## config.mk

```make
export PLATFORM = sky130hd
export DESIGN_NAME = serial_deserializer_flat
export DESIGN_NICKNAME = d
export VERILOG_FILES = /design/src/rtl/serial_deserializer_if.sv /design/src/rtl/serial_deserializer.sv /design/src/flat_wrapper.sv
export SDC_FILE = /design/constraint.sdc
export NUM_CORES = 1
export LEC_CHECK = 0
export CORE_MARGIN = 2
export CORE_UTILIZATION = 54
export CTS_BUF_LIST = sky130_fd_sc_hd__clkbuf_16
export DETAILED_ROUTE_END_ITERATION = 8
export PLACE_DENSITY = 0.79
export SETUP_SLACK_MARGIN = 0.05
export SKIP_CTS_REPAIR_TIMING = 1
export SLEW_MARGIN = 20
export SYNTH_ARGS = -nofsm -noshare
export SYNTH_HDL_FRONTEND = slang
export SYNTH_SLANG_ARGS = --single-unit
export TNS_END_PERCENT = 10
```

## constraint.sdc

```tcl
create_clock -name clk -period 2.2 [get_ports clk]
set_clock_uncertainty 0.15 [all_clocks]
set_input_delay 0.44 -clock clk [delete_from_list [all_inputs] [get_ports clk]]
set_output_delay 0.44 -clock clk [all_outputs]
set_load 0.02 [all_outputs]
```

## src/rtl/serial_deserializer_if.sv

```systemverilog
// serial_deserializer_if: serial input stream, control and output handshake signals for serial_deserializer.
interface serial_deserializer_if #(parameter int BUS_WIDTH = 32);
    logic                 i_shift;
    logic                 i_valid;
    logic                 i_sht_lr;
    logic                 i_flush;
    logic                 i_ready;
    logic [BUS_WIDTH-1:0] o_data;
    logic                 o_valid;
    logic                 o_busy;
    logic                 o_overrun;
    modport master (
        output i_shift, i_valid, i_sht_lr, i_flush, i_ready,
        input  o_data, o_valid, o_busy, o_overrun
    );
    modport slave (
        input  i_shift, i_valid, i_sht_lr, i_flush, i_ready,
        output o_data, o_valid, o_busy, o_overrun
    );
endinterface

```

## src/rtl/serial_deserializer.sv

```systemverilog
// serial_deserializer: rebuilds BUS_WIDTH-bit words from a serial bit stream into a one-entry valid/ready slot.
// Define DESER_TIMEOUT_EN to drop a partial word after TIMEOUT_CYCLES consecutive idle cycles.
module serial_deserializer #(
    parameter int BUS_WIDTH      = 32,
    parameter int TIMEOUT_CYCLES = 64
) (
    input logic                  clk,
    input logic                  rst,
    serial_deserializer_if.slave bus
);
    localparam int CW = $clog2(BUS_WIDTH) + 1;
    typedef enum logic {IDLE, COLLECT} state_t;
    state_t               state, state_nx;
    logic [CW-1:0]        cnt, cnt_nx;
    logic [BUS_WIDTH-1:0] sr, sr_nx, data;
    logic                 ord, ord_nx, cur_ord, flush, done, valid, overrun;
`ifdef DESER_TIMEOUT_EN
    localparam int GW = $clog2(TIMEOUT_CYCLES + 1);
    logic [GW-1:0] gap;
    logic          tmo;
    assign tmo   = state == COLLECT && !bus.i_valid && gap == GW'(TIMEOUT_CYCLES - 1);
    assign flush = bus.i_flush | tmo;
    always_ff @(posedge clk)
        if (rst || bus.i_valid || flush || state == IDLE) gap <= '0;
        else gap <= gap + 1'b1;
`else
    logic unused_timeout;
    assign unused_timeout = ^TIMEOUT_CYCLES;
    assign flush          = bus.i_flush;
`endif
    // The order bit is sampled only on the first bit; later i_sht_lr changes are ignored.
    assign cur_ord = state == IDLE ? bus.i_sht_lr : ord;
    assign done    = state == COLLECT && bus.i_valid && !flush && cnt == CW'(BUS_WIDTH - 1);
    always_comb begin
        state_nx = state;
        cnt_nx   = cnt;
        sr_nx    = sr;
        ord_nx   = ord;
        if (flush) begin
            state_nx = IDLE;
            cnt_nx   = '0;
        end else if (bus.i_valid) begin
            sr_nx    = cur_ord ? {bus.i_shift, sr[BUS_WIDTH-1:1]} : {sr[BUS_WIDTH-2:0], bus.i_shift};
            ord_nx   = cur_ord;
            state_nx = done ? IDLE : COLLECT;
            cnt_nx   = done ? '0 : cnt + 1'b1;
        end
    end
    always_ff @(posedge clk)
        if (rst) begin
            state   <= IDLE;
            cnt     <= '0;
            sr      <= '0;
            ord     <= 1'b0;
            data    <= '0;
            valid   <= 1'b0;
            overrun <= 1'b0;
        end else begin
            state <= state_nx;
            cnt   <= cnt_nx;
            sr    <= sr_nx;
            ord   <= ord_nx;
            if (done && (!valid || bus.i_ready)) begin
                data  <= sr_nx;
                valid <= 1'b1;
            end else begin
                if (bus.i_ready) valid <= 1'b0;
                if (done) overrun <= 1'b1;
            end
        end
    assign bus.o_data    = data;
    assign bus.o_valid   = valid;
    assign bus.o_busy    = state == COLLECT;
    assign bus.o_overrun = overrun;
endmodule

```

## src/flat_wrapper.sv

```systemverilog
// flat-port wrapper written by rule: the top's interface ports become plain ports
module serial_deserializer_flat 
#(
    parameter int BUS_WIDTH      = 32,
    parameter int TIMEOUT_CYCLES = 64
)
  (clk, rst, bus_i_shift, bus_i_valid, bus_i_sht_lr, bus_i_flush, bus_i_ready, bus_o_data, bus_o_valid, bus_o_busy, bus_o_overrun);
  serial_deserializer_if #(.BUS_WIDTH(BUS_WIDTH)) bus_i ();
  input logic clk;
  input logic rst;
  input wire logic [$bits(bus_i.i_shift)-1:0] bus_i_shift;
  input wire logic [$bits(bus_i.i_valid)-1:0] bus_i_valid;
  input wire logic [$bits(bus_i.i_sht_lr)-1:0] bus_i_sht_lr;
  input wire logic [$bits(bus_i.i_flush)-1:0] bus_i_flush;
  input wire logic [$bits(bus_i.i_ready)-1:0] bus_i_ready;
  output wire logic [$bits(bus_i.o_data)-1:0] bus_o_data;
  output wire logic [$bits(bus_i.o_valid)-1:0] bus_o_valid;
  output wire logic [$bits(bus_i.o_busy)-1:0] bus_o_busy;
  output wire logic [$bits(bus_i.o_overrun)-1:0] bus_o_overrun;
  assign bus_i.i_shift = bus_i_shift;
  assign bus_i.i_valid = bus_i_valid;
  assign bus_i.i_sht_lr = bus_i_sht_lr;
  assign bus_i.i_flush = bus_i_flush;
  assign bus_i.i_ready = bus_i_ready;
  assign bus_o_data = bus_i.o_data;
  assign bus_o_valid = bus_i.o_valid;
  assign bus_o_busy = bus_i.o_busy;
  assign bus_o_overrun = bus_i.o_overrun;
  serial_deserializer #(.BUS_WIDTH(BUS_WIDTH), .TIMEOUT_CYCLES(TIMEOUT_CYCLES)) u_core (.clk(clk), .rst(rst), .bus(bus_i));
endmodule
```

==> load_flow_metrics.sql, run 1 <==
INSERT INTO impl_metrics (metric_group, metric, value, unit) VALUES
('logic_synthesis', 'yosys.cell_types.count', '30', ''),
('detailed_routing', 'average_routed_wire_per_standard_cell', '16.1', 'um'),
('detailed_routing', 'drc', '0', ''),
('power_and_ir_drop', 'power.leakage', '1.39', 'nW'),
('placed_design', 'preCtsSetupSlack', '-0.139', 'ns'),
('clocking', 'clock-sinks', '74', ''),
('floorplanning', 'coreArea', '5200', 'um^2'),
('setup_path', 'worst_setup_path_start_kind', 'input pin', ''),
('logic_synthesis', 'synth_fa_ha_area_frac', '0.00422', ''),
('finish', 'regArea', '1480', 'um^2'),
('setup_path', 'crit-reg2reg-launch', 'u_core.cnt[0]', ''),
('power_and_ir_drop', 'vdd_ir_drop_max', '0.630', 'mV'),
('logic_synthesis', 'yosys_warnings', '0', ''),
('finish', 'mostFrequentLayoutCell', 'sky130_fd_sc_hd__dfxtp_1', ''),
('timing', 'final.hold.worst_slack', '0.315', 'ns'),
('placed_design', 'port-buffer-count', '41', ''),
('logic_synthesis', 'syn_inst', '304', ''),
('floorplanning', 'pin_count', '42', ''),
('setup_path', 'crit_start', 'bus_i_flush', ''),
('power_and_ir_drop', 'total_power', '3.36', 'mW'),
('floorplanning', 'die_h', '78.1', 'um'),
('floorplanning', 'die-area', '6110', 'um^2'),
('placed_design', 'placed_area', '3450', 'um^2'),
('placed_design', 'finalWeightedCongestion', '0.752', ''),
('logic_synthesis', 'ys_async_sr_fraction', '0', ''),
('logic_synthesis', 'synth_top_family_by_area', 'compound AO/OA/AOI/OAI gates', ''),
('finish', 'antenna_cells', '0', ''),
('timing', 'report.final.hold_viol_count', '0', ''),
('global_routing', 'grt_pass1_wl', '11600', 'um'),
('setup_path', 'ff2ff_path_depth', '5', ''),
('logic_synthesis', 'synth.top_cells.by_area', 'sky130_fd_sc_hd__dfxtp_1, sky130_fd_sc_hd__mux2i_1, sky130_fd_sc_hd__o311ai_0, sky130_fd_sc_hd__o21ai_0, sky130_fd_sc_hd__a21oi_1', ''),
('finish', 'total_area_of_multi_input_combinational_cells', '1350', 'um^2'),
('finish', 'mostFrequentLayoutCells', 'sky130_fd_sc_hd__dfxtp_1, sky130_fd_sc_hd__clkdlybuf4s50_1, sky130_fd_sc_hd__o21ai_0', ''),
('setup_path', 'r2r-end', 'u_core.cnt[5]', ''),
('run', 'max_cap_viol_count', '0', ''),
('finish', 'design.final.nets', '341', ''),
('floorplanning', 'floorplan.initialDensity', '0.570', ''),
('timing', 'final_period_minus_worst_setup_slack', '1.99', 'ns'),
('placed_design', 'place.detailed.hpwl', '3820', 'um'),
('setup_path', 'setup.worst_path.class', 'input pin to flip-flop', ''),
('power_and_ir_drop', 'power-per-cell-area', '882', 'nW/um^2'),
('timing', 'fin_tns_setup', '0', 'ns'),
('timing', 'grt_setup_unrepaired', 'false', ''),
('logic_synthesis', 'syn-mean-instance-area', '9.76', 'um^2'),
('setup_path', 'worst-r2r-setup-slack', '0.35', 'ns'),
('global_routing', 'antenna_found_initial', '0', ''),
('global_routing', 'grt.total_usage', '0.238', ''),
('logic_synthesis', 'synth_compound_gate_area_share', '0.279', ''),
('finish', 'filler_cell_count', '387', ''),
('floorplanning', 'placementRows', '26', ''),
('clocking', 'clock_latency', '0.33', 'ns'),
('timing', 'timing.final.max_slew_violations', '0', ''),
('global_routing', 'grt_start_max_net_pins', '67', ''),
('setup_path', 'critical_path.max_fanout', '36', ''),
('detailed_routing', 'avgViaCountPerCell', '6.16', ''),
('outcome', 'result_of_the_run', 'finished, final reports clean', ''),
('detailed_routing', 'totalWireLength', '6580', 'um'),
('logic_synthesis', 'yosys.area.top_type_share', '0.499', ''),
('finish', 'syn2layout_area_growth', '28.2', '%'),
('logic_synthesis', 'post_synth_instance_area', '2970', 'um^2'),
('logic_synthesis', 'postSynthNetCount', '312', ''),
('logic_synthesis', 'synth_area_leader_cell', 'sky130_fd_sc_hd__dfxtp_1', ''),
('finish', 'final_cell_area', '3800', 'um^2'),
('finish', 'finalCoreUtilization', '0.731', ''),
('detailed_routing', 'post_detailed_route_count_of_antenna_violating_nets', '0', ''),
('timing', 'timing_worst_slew_pin_value', '0.360', 'ns'),
('timing', 'setup_violations', '0', ''),
('timing', 'relSlewSlack', '0.757', ''),
('detailed_routing', 'via_count', '2514', ''),
('logic_synthesis', 'synthSimpleGateAreaFrac', '0.0409', ''),
('finish', 'drive_above_1_share', '0.0828', '');
-- kinds of logic after synthesis --
kind of cell | Yosys count
simple gates | 21
fa+ha+maj | 1
buf+inv | 33
xor+xnor | 2
flops | 74
compound gates | 138
mux | 35
-- flip-flops by register name, summed over array words and instances (netlist names) --
name and cells:
u_core.bus.o_valid 1, u_core.ord 1, u_core.bus.o_data 32, u_core.bus.o_busy 1, u_core.sr 32, u_core.cnt 6
u_core.bus.o_overrun 1
-- Yosys cell counts, types with 2 or more instances --
master	count
sky130_fd_sc_hd__xor2_1	2
sky130_fd_sc_hd__o311ai_0	32
sky130_fd_sc_hd__nor2_1	7
sky130_fd_sc_hd__clkbuf_1	24
sky130_fd_sc_hd__nand4_1	2
sky130_fd_sc_hd__nand3_1	2
sky130_fd_sc_hd__o21a_1	2
sky130_fd_sc_hd__o21ai_1	30
sky130_fd_sc_hd__o211ai_1	2
sky130_fd_sc_hd__dfxtp_1	74
sky130_fd_sc_hd__buf_2	5
sky130_fd_sc_hd__nor2b_1	2
sky130_fd_sc_hd__buf_6	3
sky130_fd_sc_hd__a21oi_1	34
sky130_fd_sc_hd__mux2i_1	33
sky130_fd_sc_hd__o21ai_0	36
-- power by group --
group	internal (mW)	switching, mW	leakage (nW)	total (mW)
Clock	1.21	0.537	0.178	1.75
Sequential	1.38	0.0315	0.602	1.41
Combinational	0.0845	0.109	0.606	0.194
Total	2.68	0.678	1.39	3.36
-- critical path, stage by stage --
cell and delay (ns):
sky130_fd_sc_hd__clkdlybuf4s50_1 0.54, sky130_fd_sc_hd__nand4bb_1 0.18, sky130_fd_sc_hd__buf_4 0.35, sky130_fd_sc_hd__nor2_1 0.13, sky130_fd_sc_hd__o41ai_1 0.40
-- how the worst min path moves through the flow --
stage / from / endpoint / slack (ns) / cells past startpoint
after floorplan: u_core.cnt[5] / u_core.cnt[5] / 0.32 / 2
final: u_core.bus.o_overrun / u_core.bus.o_overrun / 0.31 / 1
after detailed placement: u_core.bus.o_overrun / u_core.bus.o_overrun / 0.31 / 1
after global placement: u_core.bus.o_overrun / u_core.bus.o_overrun / 0.30 / 1
after global routing: u_core.bus.o_overrun / u_core.bus.o_overrun / 0.34 / 1
after CTS: u_core.bus.o_overrun / u_core.bus.o_overrun / 0.32 / 1
-- layout make-up --
| type | count | area share |
|---|---|---|
| sequential | 74 | 0.389 |
| multi-input combinational | 197 | 0.354 |
| timing repair buffer | 50 | 0.139 |
| clock buffer | 9 | 0.0592 |
| clock inverter | 7 | 0.0349 |
| tap | 70 | 0.0230 |
| inverter | 1 | 0.000987 |
-- layer usage --
layer  up-vias  track usage  part of all wire
met5         -            0                 0
met4         0       0.0930            0.0097
met3         9       0.0759             0.047
met2        71        0.392              0.51
met1      1214        0.291              0.43
li1       1220            -                 -
Power figures use the tool's default switching activity.
==> run 2, diff against run 1 <==
Settings changed: CAP_MARGIN set to 40, SETUP_SLACK_MARGIN 0.05 to not set.
==> results of run 2 <==
No change in the layout: final DEF, timing and power equal those of run 1.
